File: config.mk
export PLATFORM = sky130hd
export DESIGN_NAME = modulation_az_sequencer_flat
export DESIGN_NICKNAME = d
export VERILOG_FILES = /design/src/rtl/modulation_az_sequencer_if.sv /design/src/rtl/modulation_az_sequencer.sv /design/src/flat_wrapper.sv
export SDC_FILE = /design/constraint.sdc
export NUM_CORES = 1
export LEC_CHECK = 0
export CAP_MARGIN = 0
export CORE_ASPECT_RATIO = 1.1
export CORE_MARGIN = 4
export CORE_UTILIZATION = 51
export DETAILED_ROUTE_END_ITERATION = 10
export GPL_TIMING_DRIVEN = 1
export MAX_ROUTING_LAYER = met4
export PLACE_DENSITY_LB_ADDON = 0.3
export SKIP_CTS_REPAIR_TIMING = 1
export SLEW_MARGIN = 20
export SYNTH_ARGS = -nofsm -noshare
export SYNTH_HDL_FRONTEND = slang
export SYNTH_SLANG_ARGS = --single-unit
export TNS_END_PERCENT = 100
File: constraint.sdc
create_clock -name clk -period 2.2 [get_ports clk]
set_clock_uncertainty 0.05 [all_clocks]
set_input_delay 0.55 -clock clk [delete_from_list [all_inputs] [get_ports clk]]
set_output_delay 0.55 -clock clk [all_outputs]
set_load 0.02 [all_outputs]
File: src/rtl/modulation_az_sequencer_if.sv
// Interface for the auto-zero modulation sequencer.
// It bundles the register-side controls, the ADC start/done handshake and the front-end switch and status outputs.
// The master modport is the sequencer side. The slave modport is the register block, the ADC and the front end.
interface modulation_az_sequencer_if;
    logic        run;
    logic [3:0]  azmux_lo_val;
    logic        adc_measure_done;
    logic        sw_pc_ctl;
    logic [3:0]  azmux;
    logic        adc_measure_start;
    logic        sample_hi;
    logic        led0;
    logic [1:0]  monitor;
    logic [15:0] cycle_count;
    logic        err_timeout;

    modport master (
        input  run, azmux_lo_val, adc_measure_done,
        output sw_pc_ctl, azmux, adc_measure_start, sample_hi,
        output led0, monitor, cycle_count, err_timeout
    );

    modport slave (
        output run, azmux_lo_val, adc_measure_done,
        input  sw_pc_ctl, azmux, adc_measure_start, sample_hi,
        input  led0, monitor, cycle_count, err_timeout
    );
endinterface

File: src/rtl/modulation_az_sequencer.sv
// Auto-zero modulation controller for the DMM front end.
// The sequencer runs the precharge switch and the azmux through HI (signal) and LO (zero) phases.
// It fires one ADC conversion per phase and repeats HI/LO pairs while run stays high.
// Optional ADC-done watchdog: define MODULATION_AZ_TIMEOUT_EN. Without it, err_timeout is tied low
// and the wait states wait indefinitely.
module modulation_az_sequencer #(
    parameter int unsigned PRECHARGE_N = 10000,
    parameter logic [3:0]  AZMUX_HI    = 4'b1000,
    parameter logic [23:0] TIMEOUT_N   = 24'd2000000
) (
    input  logic                      clk,
    input  logic                      reset_n,
    modulation_az_sequencer_if.master bus
);

    typedef enum logic [3:0] {
        IDLE        = 4'd0,
        BOOT        = 4'd1,
        BOOT_W      = 4'd2,
        PRECHARGE   = 4'd3,
        PRECHARGE_W = 4'd4,
        HI_START    = 4'd5,
        HI_WAIT     = 4'd6,
        PROTECT     = 4'd7,
        PROTECT_W   = 4'd8,
        LO_START    = 4'd9,
        LO_WAIT     = 4'd10,
        CHECK       = 4'd11
    } state_t;

    localparam logic [31:0] SETTLE_LOAD = 32'(PRECHARGE_N);

    state_t      state_q, state_d;
    logic [31:0] count_q, count_d;
    logic [3:0]  lo_reg_q, lo_reg_d;
    logic        sw_pc_ctl_q, sw_pc_ctl_d;
    logic [3:0]  azmux_q, azmux_d;
    logic        start_q, start_d;
    logic        sample_hi_q, sample_hi_d;
    logic        led0_q, led0_d;
    logic [1:0]  monitor_q, monitor_d;
    logic [15:0] cycle_count_q, cycle_count_d;
    logic        idle_hold;

`ifdef MODULATION_AZ_TIMEOUT_EN
    logic [23:0] wd_count_q, wd_count_d;
    logic        err_timeout_q, err_timeout_d;

    assign idle_hold       = err_timeout_q;
    assign bus.err_timeout = err_timeout_q;
`else
    logic [23:0] timeout_unused;

    assign timeout_unused  = TIMEOUT_N;
    assign idle_hold       = 1'b0;
    assign bus.err_timeout = 1'b0;
`endif

    assign bus.sw_pc_ctl         = sw_pc_ctl_q;
    assign bus.azmux             = azmux_q;
    assign bus.adc_measure_start = start_q;
    assign bus.sample_hi         = sample_hi_q;
    assign bus.led0              = led0_q;
    assign bus.monitor           = monitor_q;
    assign bus.cycle_count       = cycle_count_q;

    // State and output registers; reset is asynchronous and immediately parks every output at its safe value.
    always_ff @(posedge clk or negedge reset_n) begin
        if (!reset_n) begin
            state_q       <= IDLE;
            count_q       <= 32'd0;
            lo_reg_q      <= 4'd0;
            sw_pc_ctl_q   <= 1'b0;
            azmux_q       <= 4'd0;
            start_q       <= 1'b0;
            sample_hi_q   <= 1'b0;
            led0_q        <= 1'b0;
            monitor_q     <= 2'b00;
            cycle_count_q <= 16'd0;
`ifdef MODULATION_AZ_TIMEOUT_EN
            wd_count_q    <= 24'd0;
            err_timeout_q <= 1'b0;
`endif
        end else begin
            state_q       <= state_d;
            count_q       <= count_d;
            lo_reg_q      <= lo_reg_d;
            sw_pc_ctl_q   <= sw_pc_ctl_d;
            azmux_q       <= azmux_d;
            start_q       <= start_d;
            sample_hi_q   <= sample_hi_d;
            led0_q        <= led0_d;
            monitor_q     <= monitor_d;
            cycle_count_q <= cycle_count_d;
`ifdef MODULATION_AZ_TIMEOUT_EN
            wd_count_q    <= wd_count_d;
            err_timeout_q <= err_timeout_d;
`endif
        end
    end

    // Next-state and next-output logic. The start pulse defaults low so that it lasts only one cycle.
    always_comb begin
        state_d       = state_q;
        count_d       = (count_q != 32'd0) ? (count_q - 32'd1) : 32'd0;
        lo_reg_d      = lo_reg_q;
        sw_pc_ctl_d   = sw_pc_ctl_q;
        azmux_d       = azmux_q;
        start_d       = 1'b0;
        sample_hi_d   = sample_hi_q;
        led0_d        = led0_q;
        monitor_d     = monitor_q;
        cycle_count_d = cycle_count_q;
`ifdef MODULATION_AZ_TIMEOUT_EN
        wd_count_d    = 24'd0;
        err_timeout_d = err_timeout_q;
`endif

        case (state_q)
            IDLE: begin
                azmux_d     = 4'd0;
                sw_pc_ctl_d = 1'b0;
                if (bus.run && !idle_hold) begin
                    lo_reg_d = bus.azmux_lo_val;
                    state_d  = BOOT;
                end
            end
            BOOT: begin
                sw_pc_ctl_d = 1'b0;
                count_d     = SETTLE_LOAD;
                monitor_d   = {monitor_q[1], 1'b1};
                state_d     = BOOT_W;
            end
            BOOT_W: begin
                if (count_q == 32'd0) begin
                    state_d = PRECHARGE;
                end
            end
            PRECHARGE: begin
                azmux_d = AZMUX_HI;
                count_d = SETTLE_LOAD;
                state_d = PRECHARGE_W;
            end
            PRECHARGE_W: begin
                if (count_q == 32'd0) begin
                    state_d = HI_START;
                end
            end
            HI_START: begin
                sw_pc_ctl_d = 1'b1;
                sample_hi_d = 1'b1;
                monitor_d   = 2'b10;
                start_d     = 1'b1;
                state_d     = HI_WAIT;
            end
            HI_WAIT: begin
                if (bus.adc_measure_done) begin
                    state_d = PROTECT;
                end
            end
            PROTECT: begin
                sw_pc_ctl_d = 1'b0;
                count_d     = SETTLE_LOAD;
                monitor_d   = 2'b01;
                state_d     = PROTECT_W;
            end
            PROTECT_W: begin
                if (count_q == 32'd0) begin
                    state_d = LO_START;
                end
            end
            LO_START: begin
                azmux_d     = lo_reg_q;
                sample_hi_d = 1'b0;
                monitor_d   = 2'b10;
                start_d     = 1'b1;
                state_d     = LO_WAIT;
            end
            LO_WAIT: begin
                if (bus.adc_measure_done) begin
                    state_d = CHECK;
                end
            end
            CHECK: begin
                cycle_count_d = cycle_count_q + 16'd1;
                led0_d        = ~led0_q;
                monitor_d     = 2'b00;
                if (bus.run) begin
                    // sw_pc_ctl is already in BOOT, so the next pair goes straight to the HI settle.
                    lo_reg_d = bus.azmux_lo_val;
                    state_d  = PRECHARGE;
                end else begin
                    state_d = IDLE;
                end
            end
            default: begin
                state_d = IDLE;
            end
        endcase

`ifdef MODULATION_AZ_TIMEOUT_EN
        // Watchdog: count the cycles spent waiting for done. On expiry, park the front end and latch the error.
        if ((state_q == HI_WAIT) || (state_q == LO_WAIT)) begin
            if (!bus.adc_measure_done) begin
                if (wd_count_q == TIMEOUT_N) begin
                    err_timeout_d = 1'b1;
                    sw_pc_ctl_d   = 1'b0;
                    azmux_d       = 4'd0;
                    state_d       = IDLE;
                end else begin
                    wd_count_d = wd_count_q + 24'd1;
                end
            end
        end
`endif
    end

endmodule

File: src/flat_wrapper.sv
// flat-port wrapper written by rule: the top's interface ports become plain ports
module modulation_az_sequencer_flat 
#(
    parameter int unsigned PRECHARGE_N = 10000,
    parameter logic [3:0]  AZMUX_HI    = 4'b1000,
    parameter logic [23:0] TIMEOUT_N   = 24'd2000000
)
  (clk, reset_n, bus_run, bus_azmux_lo_val, bus_adc_measure_done, bus_sw_pc_ctl, bus_azmux, bus_adc_measure_start, bus_sample_hi, bus_led0, bus_monitor, bus_cycle_count, bus_err_timeout);
  modulation_az_sequencer_if bus_i ();
  input  logic clk;
  input  logic reset_n;
  input wire logic [$bits(bus_i.run)-1:0] bus_run;
  input wire logic [$bits(bus_i.azmux_lo_val)-1:0] bus_azmux_lo_val;
  input wire logic [$bits(bus_i.adc_measure_done)-1:0] bus_adc_measure_done;
  output wire logic [$bits(bus_i.sw_pc_ctl)-1:0] bus_sw_pc_ctl;
  output wire logic [$bits(bus_i.azmux)-1:0] bus_azmux;
  output wire logic [$bits(bus_i.adc_measure_start)-1:0] bus_adc_measure_start;
  output wire logic [$bits(bus_i.sample_hi)-1:0] bus_sample_hi;
  output wire logic [$bits(bus_i.led0)-1:0] bus_led0;
  output wire logic [$bits(bus_i.monitor)-1:0] bus_monitor;
  output wire logic [$bits(bus_i.cycle_count)-1:0] bus_cycle_count;
  output wire logic [$bits(bus_i.err_timeout)-1:0] bus_err_timeout;
  assign bus_i.run = bus_run;
  assign bus_i.azmux_lo_val = bus_azmux_lo_val;
  assign bus_i.adc_measure_done = bus_adc_measure_done;
  assign bus_sw_pc_ctl = bus_i.sw_pc_ctl;
  assign bus_azmux = bus_i.azmux;
  assign bus_adc_measure_start = bus_i.adc_measure_start;
  assign bus_sample_hi = bus_i.sample_hi;
  assign bus_led0 = bus_i.led0;
  assign bus_monitor = bus_i.monitor;
  assign bus_cycle_count = bus_i.cycle_count;
  assign bus_err_timeout = bus_i.err_timeout;
  modulation_az_sequencer #(.PRECHARGE_N(PRECHARGE_N), .AZMUX_HI(AZMUX_HI), .TIMEOUT_N(TIMEOUT_N)) u_core (.clk(clk), .reset_n(reset_n), .bus(bus_i));
endmodule
# [Word level (Yosys, flattened, before mapping)]
# Index checks and enable logic that the tools add are counted.
[totals] regBits=66 inputBits=8 output_inout_bits=27
[op_classes] addsub=2 eq_ne=17 n_mux=15 n_bitwise=2 n_reduce_logical=15
[ops] operator="32-bit two-way mux" n=2
[ops] operator="4-bit case mux with 12 select lines" n=1
[ops] operator="32-bit zero test" n=1
[ops] operator="32-bit nonzero test" n=1
[ops] operator="32-bit by 1-bit subtractor with 32-bit output, second input constant" n=1
[ops] operator="4-bit two-way mux" n=6
[ops] operator="16-bit by 1-bit adder with 16-bit output, second input constant" n=1
[ops] operator="4-bit by 3-bit == test with 1-bit output, second input constant" n=4
[ops] operator="4-bit == test, second input constant" n=4
[ops] operator="4-bit case mux with 3 select lines" n=1
[ops] operator="4-bit by 2-bit == test with 1-bit output, second input constant" n=2
[ops] operator="2-bit case mux with 4 select lines" n=1
[ops] operator="2-bit by 1-bit != test with 1-bit output, second input constant" n=3
[ops] operator="2-bit != test, second input constant" n=3
[ops] operator="6-bit AND reduction" n=1
[ops] operator="3-bit nonzero test" n=2
[ops] operator="3-bit OR reduction" n=2
[ops] operator="4-bit by 1-bit == test with 1-bit output, second input constant" n=1
[ops] operator="4-bit zero test" n=1
[ops] operator="1-bit case mux with 2 select lines" n=2
[ops] operator="2-bit AND reduction" n=2
[ops] operator="2-bit nonzero test" n=2
[ops] operator="4-bit nonzero test" n=1
[ops] operator="2-bit OR reduction" n=2
[ops] operator="other kinds (3)" n=4

# [Logic depth before layout (Yosys ltp)]
[logic_depth] ltp_word=4 ltp_mapped=8

# [Worst setup path after synthesis]
# No wires, ideal clock.
[synth_path] path_type="reg2reg" start="register u_core.count_q[0]" end="register u_core.count_q[27]" setup_ps=119 arrival_ps=1938 t_required_ps=2031 slack_ps=93 stages_incl_launch_ff=9 path_cell_list="dfrtp_1 -> inv_1 -> ha_1 -> or3b_2 -> nor3_4 -> nand4_4 -> o21ai_4 -> buf_6 -> nor2_1"
[synth_via] elab_chain_cells=3 word_cells_on_any_way=4 classes_between="1 x add/sub; 2 x mux; 1 x reduce/logical"
[synth_rtl] item="start, declared" line="modulation_az_sequencer.sv:34" rtl="logic [31:0] count_q, count_d;"
[synth_rtl] item="start signal, assigned" line="modulation_az_sequencer.sv:86" rtl="count_q <= count_d;"
[synth_rtl] item="32-bit by 1-bit subtractor with 32-bit output / 32-bit nonzero test (equally long branches)" line="modulation_az_sequencer.sv:105" rtl="count_d = (count_q != 32'd0) ? (count_q - 32'd1) : 32'd0;"
[synth_rtl] item="32-bit two-way mux (*)" line="modulation_az_sequencer.sv:105"
[synth_rtl] item="32-bit two-way mux (*)" line="modulation_az_sequencer.sv:119" rtl="case (state_q)"
[synth_rtl] item="named net u_core.count_d[27]" line="modulation_az_sequencer.sv:34"
# The timed path passes the listed nets; every way through them passes the cells marked *.
# A chain may end at the register's enable or synchronous reset.

# [Worst setup path after layout]
[layout_path] start="register u_core.count_q[6]" end="register u_core.count_q[13]"
# The elaborated chain is that of the path after synthesis.

==> run summary <==
Placed cell count: 435
Final Setup Violations: 0
Die ar.: 7880 sq um
Initial DRC Count: 135
Largest fanout on the critical path: 11
Non-Filler Instances: 451
Row count: 30
Post-Syn Area: 3330 sq um
Syn avg cell area: 10.6 sq um
Largest net degree at the start of global routing: 67
Clock Sinks: 66
Number of nets with antenna violations after routing: 0
Startpoint Class: register
Hold Fails Final Rpt: 0
Peak supply drop: 389 uV
Drt total wl: 6520 um
Skew-Pair Late Insertion Delay: 0.34 ns
Cells after synthesis: 314
CTS tree: built
Post-DP HPWL: 4480 um
Post-synth ARST share: 1.00
Worst Path Required: 2.35 ns
Most frequent cells in the layout: dfrtp_1, nor2_1, clkdlybuf4s50_1
CTS H-tree lvls: 3
Hold crit path type: input port to asynchronous set/reset pin
Pwr/cell area: 541 nW/um^2
Period utilisation layout: 0.947
Detailed-route wire length per cell: 14.4 um
Worst EP arrival: 2.23 ns
Via density: 5.52
DRC viols: 0
Reg clk slew, reported paths: 0.07 ns
Share of layout cells above drive strength 1: 0.170
Seq/Total Area, Yosys: 0.496
Reg-to-Reg End: u_core.count_q[13]
Flop2flop setup slack: 0.12 ns
Clock root buffer: clkbuf_8
Total CTS buffers: 9
# IOs: 35
Initial core utilization: 0.531
Cell variety after synth: 53
Gr ovfl total: 0
Clock Path Buffers: 2
Slew Viols, Final: 0
Number of global-route vias before repair: 2452
Post-layout min period: 2.08 ns
Syn. warnings: 0
Final nets: 378
Max Cap Viol: 0
FILL cells: 501
Max Fclk: 480 MHz
Port bufs: 33
Leak: 0.00178 uW
Via count: 2489
Status: completed
Core ar.: 6270 sq um
R2R Path Start: u_core.count_q[6]
GRT Util Overall: 0.183
Post-synth EDFFs: 0
Synth Register Bits: 66
First-pass GRT wire length: 11300 um
Chip height: 92.7 um
Initial antenna violation count: 0
Worst Path Class, Setup: register to register
P&R area growth vs syn: 21.9%
Final core utilization: 0.647
Commonest non-fill, non-tap cell in the layout: dfrtp_1
CP Capture Type: register
Mapped Nets: 324
Antenna diodes: 0
Predominant post-synthesis flop cell: dfrtp_1
Drt first pass iters: 4
Worst Hold Margin: 0.172 ns
Die Width: 85.0 um
Reg2reg path depth: 6
RSZ-0062 raised after global routing: false
RD Place Congestion: 0.834
## registers in the layout, indices dropped and copies added (netlist names), 2 cells and up
name	cells
u_core.bus.monitor	2
u_core.state_q	4
u_core.lo_reg_q	4
u_core.count_q	32
u_core.bus.cycle_count	16
u_core.bus.azmux	4
## cell usage after synthesis, drive strengths merged (4+ instances only)
library cell  number  area share
nand3             10       0.015
xor2              17       0.045
nand4              4       0.012
o21ai             15       0.026
nand2             20       0.023
inv                9       0.010
or3                5      0.0094
buf                7       0.018
dfrtp             66        0.50
nor3              14       0.026
and3               5      0.0094
mux2               4       0.014
nor2              48       0.054
a21oi              6      0.0090
clkbuf             5      0.0086
xnor2             26       0.068
nor4              15       0.060
## critical path: stages (launching register included)
cell,delay (ns)
dfrtp_1,0.42
or4_4,0.58
or2_1,0.28
buf_12,0.16
nor3_1,0.19
xnor2_1,0.15
o21ai_0,0.10
## per-stage QoR
stage	cell area, sq um	setup WS [ns]	setup TNS, ns	power (uW)
after global routing	4060	0.00976	0	2280
after global placement	3850	0.0745	0	1290
after detailed placement	3850	0.0118	0	1290
final	4060	0.117	0	2190
after CTS	4030	-0.0102	-0.0250	2220
after floorplan	3330	0.0934	0	1250
## power breakdown
group	total (uW)	switching, uW	internal [uW]
Combinational	44.3	27.4	16.9
Clock	930	443	487
Sequential	1220	1.79	1220
Total	2190	472	1720
## worst max path at each step
stage | endpoint | cells past startpoint | slack, ns | start
3_5_place_dp | u_core.count_q[25] | 8 | 0.01 | u_core.count_q[0]
2_1_floorplan | u_core.count_q[27] | 8 | 0.09 | u_core.count_q[0]
6_report | u_core.count_q[13] | 6 | 0.12 | u_core.count_q[6]
5_1_grt | u_core.count_q[10] | 7 | 0.01 | u_core.count_q[0]
4_1_cts | u_core.count_q[29] | 8 | -0.01 | u_core.count_q[0]
3_3_place_gp | u_core.count_q[23] | 8 | 0.07 | u_core.count_q[0]
## layer usage
metal | wire length (um) | GRT usage | vias to the layer above
met5 | 0 | - | -
met4 | 140 | 0.0765 | 0
met3 | 231 | 0.0391 | 13
met2 | 3130 | 0.275 | 45
met1 | 3010 | 0.241 | 1233
li1 | - | - | 1198
## cells by family after synthesis
group                      share of synthesized area
muxes                                         0.0196
xor gates and xnor gates                       0.113
and+or+nand+nor                                0.240
other                                        0.00113
DFF                                            0.496
buffers and inverters                         0.0372
AOI/OAI and AO/OA                             0.0846
adders and majority gates                    0.00752
## final cells by class
| type | instances | area (sq um) | area share |
|---|---|---|---|
| sequential | 66 | 1650 | 0.407 |
| multi-input combinational | 227 | 1560 | 0.385 |
| timing repair buffer | 55 | 532 | 0.131 |
| clock buffer | 12 | 165 | 0.0407 |
| tap | 80 | 100 | 0.0247 |
| inverter | 9 | 33.8 | 0.00833 |
| clock inverter | 2 | 12.5 | 0.00309 |
(Power assumes the default switching activity.)
